==> config.mk <==
export PLATFORM = sky130hd
export DESIGN_NAME = sa_job_ctrl
export DESIGN_NICKNAME = d
export VERILOG_FILES = /design/src/rtl/sa_job_ctrl.sv
export SDC_FILE = /design/constraint.sdc
export NUM_CORES = 1
export LEC_CHECK = 0
export CAP_MARGIN = 30
export CELL_PAD_IN_SITES_DETAIL_PLACEMENT = 1
export CELL_PAD_IN_SITES_GLOBAL_PLACEMENT = 2
export CORE_MARGIN = 2
export CORE_UTILIZATION = 30
export DETAILED_ROUTE_END_ITERATION = 7
export DONT_BUFFER_PORTS = 1
export HOLD_SLACK_MARGIN = 0.05
export PLACE_DENSITY = 0.74
export SLEW_MARGIN = 20
export SYNTH_ARGS = -nofsm -noshare
export SYNTH_HDL_FRONTEND = slang
export SYNTH_SLANG_ARGS = --single-unit
==> constraint.sdc <==
create_clock -name clk -period 4.05 [get_ports clk]
set_clock_uncertainty 0.1 [all_clocks]
set_input_delay 0.2025 -clock clk [delete_from_list [all_inputs] [get_ports clk]]
set_output_delay 0.2025 -clock clk [all_outputs]
set_load 0.01 [all_outputs]
==> src/rtl/sa_job_ctrl.sv <==
// sa_job_ctrl: job sequencer for one systolic-array matmul (load, compute, drain, clear).
module sa_job_ctrl #(
  parameter int M       = 2,
  parameter int N       = 3,
  parameter int K       = 2,
  parameter int BW      = 2,
  parameter int TIMEOUT = 1024,
  parameter int CLR_CYC = 4
) (
  input  logic        clk,
  input  logic        rst,
  input  logic        start,
  input  logic        abort,
  input  logic        in_beat,
  input  logic        out_beat,
  input  logic        sa_done,
  input  logic        sa_err,
  output logic        in_en,
  output logic        drain_en,
  output logic        sa_clr,
  output logic        busy,
  output logic        job_done,
  output logic [1:0]  err_code,
  output logic [31:0] cyc_cnt
);
  localparam int IN_BEATS  = 2 * M * N / BW;
  localparam int OUT_BEATS = M * K / BW;
  localparam int IW = $clog2(IN_BEATS + 1);
  localparam int OW = $clog2(OUT_BEATS + 1);
  localparam int TW = $clog2(TIMEOUT + 1);
  localparam int CW = $clog2(CLR_CYC + 1);
  localparam logic [IW-1:0] IN_LAST  = IW'(IN_BEATS - 1);
  localparam logic [OW-1:0] OUT_LAST = OW'(OUT_BEATS - 1);
  localparam logic [TW-1:0] TO_LAST  = TW'(TIMEOUT - 1);
  localparam logic [CW-1:0] CLR_LAST = CW'(CLR_CYC - 1);

  typedef enum logic [2:0] {IDLE, LOAD, COMPUTE, DRAIN, CLEAR} state_e;

  state_e          state_q, state_d;
  logic [IW-1:0]   in_cnt_q, in_cnt_d;
  logic [OW-1:0]   out_cnt_q, out_cnt_d;
  logic [TW-1:0]   to_cnt_q, to_cnt_d;
  logic [CW-1:0]   clr_cnt_q, clr_cnt_d;
  logic [1:0]      err_q, err_d;
  logic [31:0]     cyc_q, cyc_d;
  logic            done_q, done_d;

  always_ff @(posedge clk) begin
    if (rst) begin
      state_q   <= IDLE;
      in_cnt_q  <= '0;
      out_cnt_q <= '0;
      to_cnt_q  <= '0;
      clr_cnt_q <= '0;
      err_q     <= '0;
      cyc_q     <= '0;
      done_q    <= 1'b0;
    end else begin
      state_q   <= state_d;
      in_cnt_q  <= in_cnt_d;
      out_cnt_q <= out_cnt_d;
      to_cnt_q  <= to_cnt_d;
      clr_cnt_q <= clr_cnt_d;
      err_q     <= err_d;
      cyc_q     <= cyc_d;
      done_q    <= done_d;
    end
  end

  // abort outranks sa_err, which outranks every completion condition
  always_comb begin
    state_d   = state_q;
    in_cnt_d  = in_cnt_q;
    out_cnt_d = out_cnt_q;
    to_cnt_d  = (state_q == COMPUTE) ? to_cnt_q + 1'b1 : '0;
    clr_cnt_d = (state_q == CLEAR) ? clr_cnt_q + 1'b1 : '0;
    err_d     = err_q;
    done_d    = 1'b0;
    cyc_d     = (state_q != IDLE && cyc_q != '1) ? cyc_q + 1'b1 : cyc_q;
    case (state_q)
      IDLE: if (start) begin
        state_d   = LOAD;
        in_cnt_d  = '0;
        out_cnt_d = '0;
        err_d     = 2'd0;
        cyc_d     = '0;
      end
      LOAD: begin
        in_cnt_d = in_beat ? in_cnt_q + 1'b1 : in_cnt_q;
        if (abort) begin state_d = CLEAR; err_d = 2'd3; end
        else if (sa_err) begin state_d = CLEAR; err_d = 2'd1; end
        else if (in_beat && in_cnt_q == IN_LAST) state_d = COMPUTE;
      end
      COMPUTE: begin
        if (abort) begin state_d = CLEAR; err_d = 2'd3; end
        else if (sa_err) begin state_d = CLEAR; err_d = 2'd1; end
        else if (sa_done) state_d = DRAIN;
        else if (to_cnt_q == TO_LAST) begin state_d = CLEAR; err_d = 2'd2; end
      end
      DRAIN: begin
        out_cnt_d = out_beat ? out_cnt_q + 1'b1 : out_cnt_q;
        if (abort) begin state_d = CLEAR; err_d = 2'd3; end
        else if (sa_err) begin state_d = CLEAR; err_d = 2'd1; end
        else if (out_beat && out_cnt_q == OUT_LAST) state_d = CLEAR;
      end
      CLEAR: if (clr_cnt_q == CLR_LAST) begin
        state_d = IDLE;
        done_d  = 1'b1;
      end
      default: state_d = IDLE;
    endcase
  end

  assign in_en    = state_q == LOAD;
  assign drain_en = state_q == DRAIN;
  assign sa_clr   = state_q == CLEAR;
  assign busy     = state_q != IDLE;
  assign job_done = done_q;
  assign err_code = err_q;
  assign cyc_cnt  = cyc_q;
endmodule
==> flow_summary.yaml <==
logic_synthesis:
  synth_area_sq_mm: 0.00287
  syn_nets: 348
  syn_avg_cell_area_sq_um: 8.61
  ys_ff_latch: 57
  synth_cell_types: 50
  postSynthCellCount: 333
  ys_warn_count: 0
  seq_area_frac_synth_pct: 39.8
  ys_dominant_reg_cell: "dfxtp_1"
  async_flop_share_pct: 0
  synth_edf_count: 0
timing:
  period_share_pct: 63.3
  relSlewSlack_pct: 38.3
  max_freq_ghz: 0.390
  whs_ns: 0.0709
  rsz0062_at_grt: "no"
  slew_viol_final: 0
  setup-tns-final_ns: 0
  final-setup-viol-count: 0
  hold_viol: 0
  worst_pin_slew_ns: 0.919
  period_minus_slack_ns: 2.56
min_path:
  holdPathStages: 3
  hold_path.class: "primary input to flop"
  hold_start: "start"
  min_to: "out_cnt_q[1]"
pwr:
  total_power_mw: 1.59
  power.leakage_nw: 1.06
  irDropWorstVdd_v: 0.000200
  power_density_mw_per_mm2: 489
cts:
  htreeDepth: 3
  cts_tree: "yes"
  cts_buffer_depth: 2
  cts_sinks: 57
  cts_setup_buffers: 0
  cts-buffers-inserted: 9
  clk_latency_ns: 0.33
  path_clk_slew_ns: 0.07
  root_buffer: "clkbuf_8"
layout:
  nNetsFinal: 351
  regArea_sq_mm: 0.00114
  fillers: 1089
  diodes: 0
  multi_input_area_sq_mm: 0.00161
  area_growth_pct: 13.2
  mostFrequentLayoutCells: "dfxtp_1 (57), nor2_1 (36), nand2_1 (24), a21oi_1 (21), nand3_1 (20)"
  mostFrequentLayoutCell: "dfxtp_1"
  drive_gt1_share_pct: 11.1
die:
  core_region_area_sq_mm: 0.00924
  rows: 35
  dieArea_sq_mm: 0.0104
  initial_utilization_pct: 31.0
  ios: 47
  die_x_um: 102
  die_h_um: 102
detailed_routing:
  dr.pass1.iters: 6
  drtIter0Drc: 35
  totalWireLength_um: 7090
  wire_per_inst_um: 15.1
  antenna_left: 0
  via_count: 2484
  drc_errors: 0
  viasPerCell: 5.29
critical_path:
  r2r_start: "state_q[0]"
  worstPathCellList: "nor3_1, inv_1, o31ai_4, buf_8, xor2_1, nor2_1"
  arrival_ns: 2.65
  r2r_setup_slack_ns: 1.49
  ff2ff_path_depth: 6
  crit_path_max_incr_delay_ns: 0.81
  worstPathRequired_ns: 4.13
  critPathMaxFanout: 24
  r2r-end: "cyc_cnt[0]"
  start_kind: "flop"
  end_kind: "flop"
  crit_type: "flop to flop"
  critPathSlowestCell: "nor3_1"
outcome:
  outcome: "finished, final reports clean"
placement:
  gp_congestion: 0.732
  dp_hpwl_um: 4960
  io_buffers: 0
global_routing:
  grt_start_max_net_pins: 35
  overflow: 0
  grt_pass1_wl_um: 12000
  grt_pass1_vias: 2486
  grtUsageTotal_pct: 14.6
  antenna_found_initial: 0
job:
  drv_cap: 0
## worst max path at each step
stage | startpoint | end | slack, ns | depth (start not counted)
2_1_floorplan | cyc_cnt[0] | cyc_cnt[4] | 1.79 | 7
6_report | state_q[0] | cyc_cnt[0] | 1.49 | 6
3_3_place_gp | cyc_cnt[0] | cyc_cnt[3] | 1.20 | 6
5_1_grt | state_q[0] | cyc_cnt[0] | 1.28 | 6
3_5_place_dp | cyc_cnt[0] | cyc_cnt[3] | 1.13 | 6
4_1_cts | cyc_cnt[0] | cyc_cnt[3] | 1.13 | 6
## worst max-delay path: cells and delay by family, from the launching register on
family          cells  cell delay, ns
simple gates        2            0.86
buf+inv             2            0.59
flops               1            0.47
compound gates      1            0.20
xor+xnor            1            0.17
## state kept, by name, indices dropped and copies added (netlist names)
register   flops
state_q        3
to_cnt_q      11
in_cnt_q       3
clr_cnt_q      3
cyc_cnt       32
err_code       2
job_done       1
out_cnt_q      2
## cell families (layout without fill, tap and decap cells)
group | Yosys count | after routing | share of synthesized area, %
AO/OA/AOI/OAI | 65 | 65 | 14.7
XOR/XNOR | 17 | 17 | 5.19
adder cells (fa/ha/maj) | 7 | 7 | 3.06
buffers and inverters | 23 | 31 | 4.15
flip-flops | 57 | 57 | 39.8
multiplexers | 6 | 6 | 2.18
AND/OR/NAND/NOR | 158 | 158 | 30.9
## cell type report
cell class	instances	area share (%)
sequential	57	35.2
timing repair buffer	5	1.70
clock inverter	5	3.16
multi-input combinational	253	49.5
tap	129	4.97
clock buffer	11	4.36
inverter	10	1.16
## per-stage QoR
| stage | utilization, % | instances | setup WS, ns | area (sq um) |
|---|---|---|---|---|
| after floorplan | - | 333 | 1.79 | 2870 |
| after global placement | 31.9 | 449 | 1.20 | 2950 |
| after detailed placement | 31.9 | 449 | 1.13 | 2950 |
| after CTS | 35.0 | 469 | 1.13 | 3230 |
| after global routing | 35.1 | 470 | 1.28 | 3250 |
| final | 35.1 | 470 | 1.49 | 3250 |
## where the power goes
group / internal (mW) / switching [mW] / leakage (nW) / total (mW)
clock: 0.425 / 0.237 / 0.120 / 0.662
combinational: 0.102 / 0.182 / 0.476 / 0.284
sequential: 0.586 / 0.0538 / 0.460 / 0.640
total: 1.11 / 0.473 / 1.06 / 1.59
## layer usage
layer	share of wire, %	up-vias	GRT usage [%]
li1	-	1219	-
met1	46	1219	17.7
met2	47	39	23.5
met3	5.0	7	4.90
met4	1.5	0	6.55
met5	0	-	0
## cells in the mapped netlist (5+ instances only)
cell      number  area [sq um]
o21ai_0       18          90.1
and2_1         5          31.3
dfxtp_1       57          1140
ha_1           7          87.6
or3_1         14          87.6
nand2_1       24          90.1
clkbuf_1       7          26.3
nor2b_1        6          37.5
inv_1         10          37.5
xor2_1        14           123
a21oi_1       21           105
o211ai_1       8          60.1
or4_1         10          75.1
nand4_1       10          62.6
nor2_1        36           135
nor3_1         6          30.0
or3_2          6          45.0
nand3_1       20           100
## timing repair
| item | CTS | global route |
|---|---|---|
| gates resized for setup | 0 | 0 |
| hold endpoints to repair | 11 | 0 |
| hold buffers | 4 | 0 |
Power figures use the tool's default switching activity.
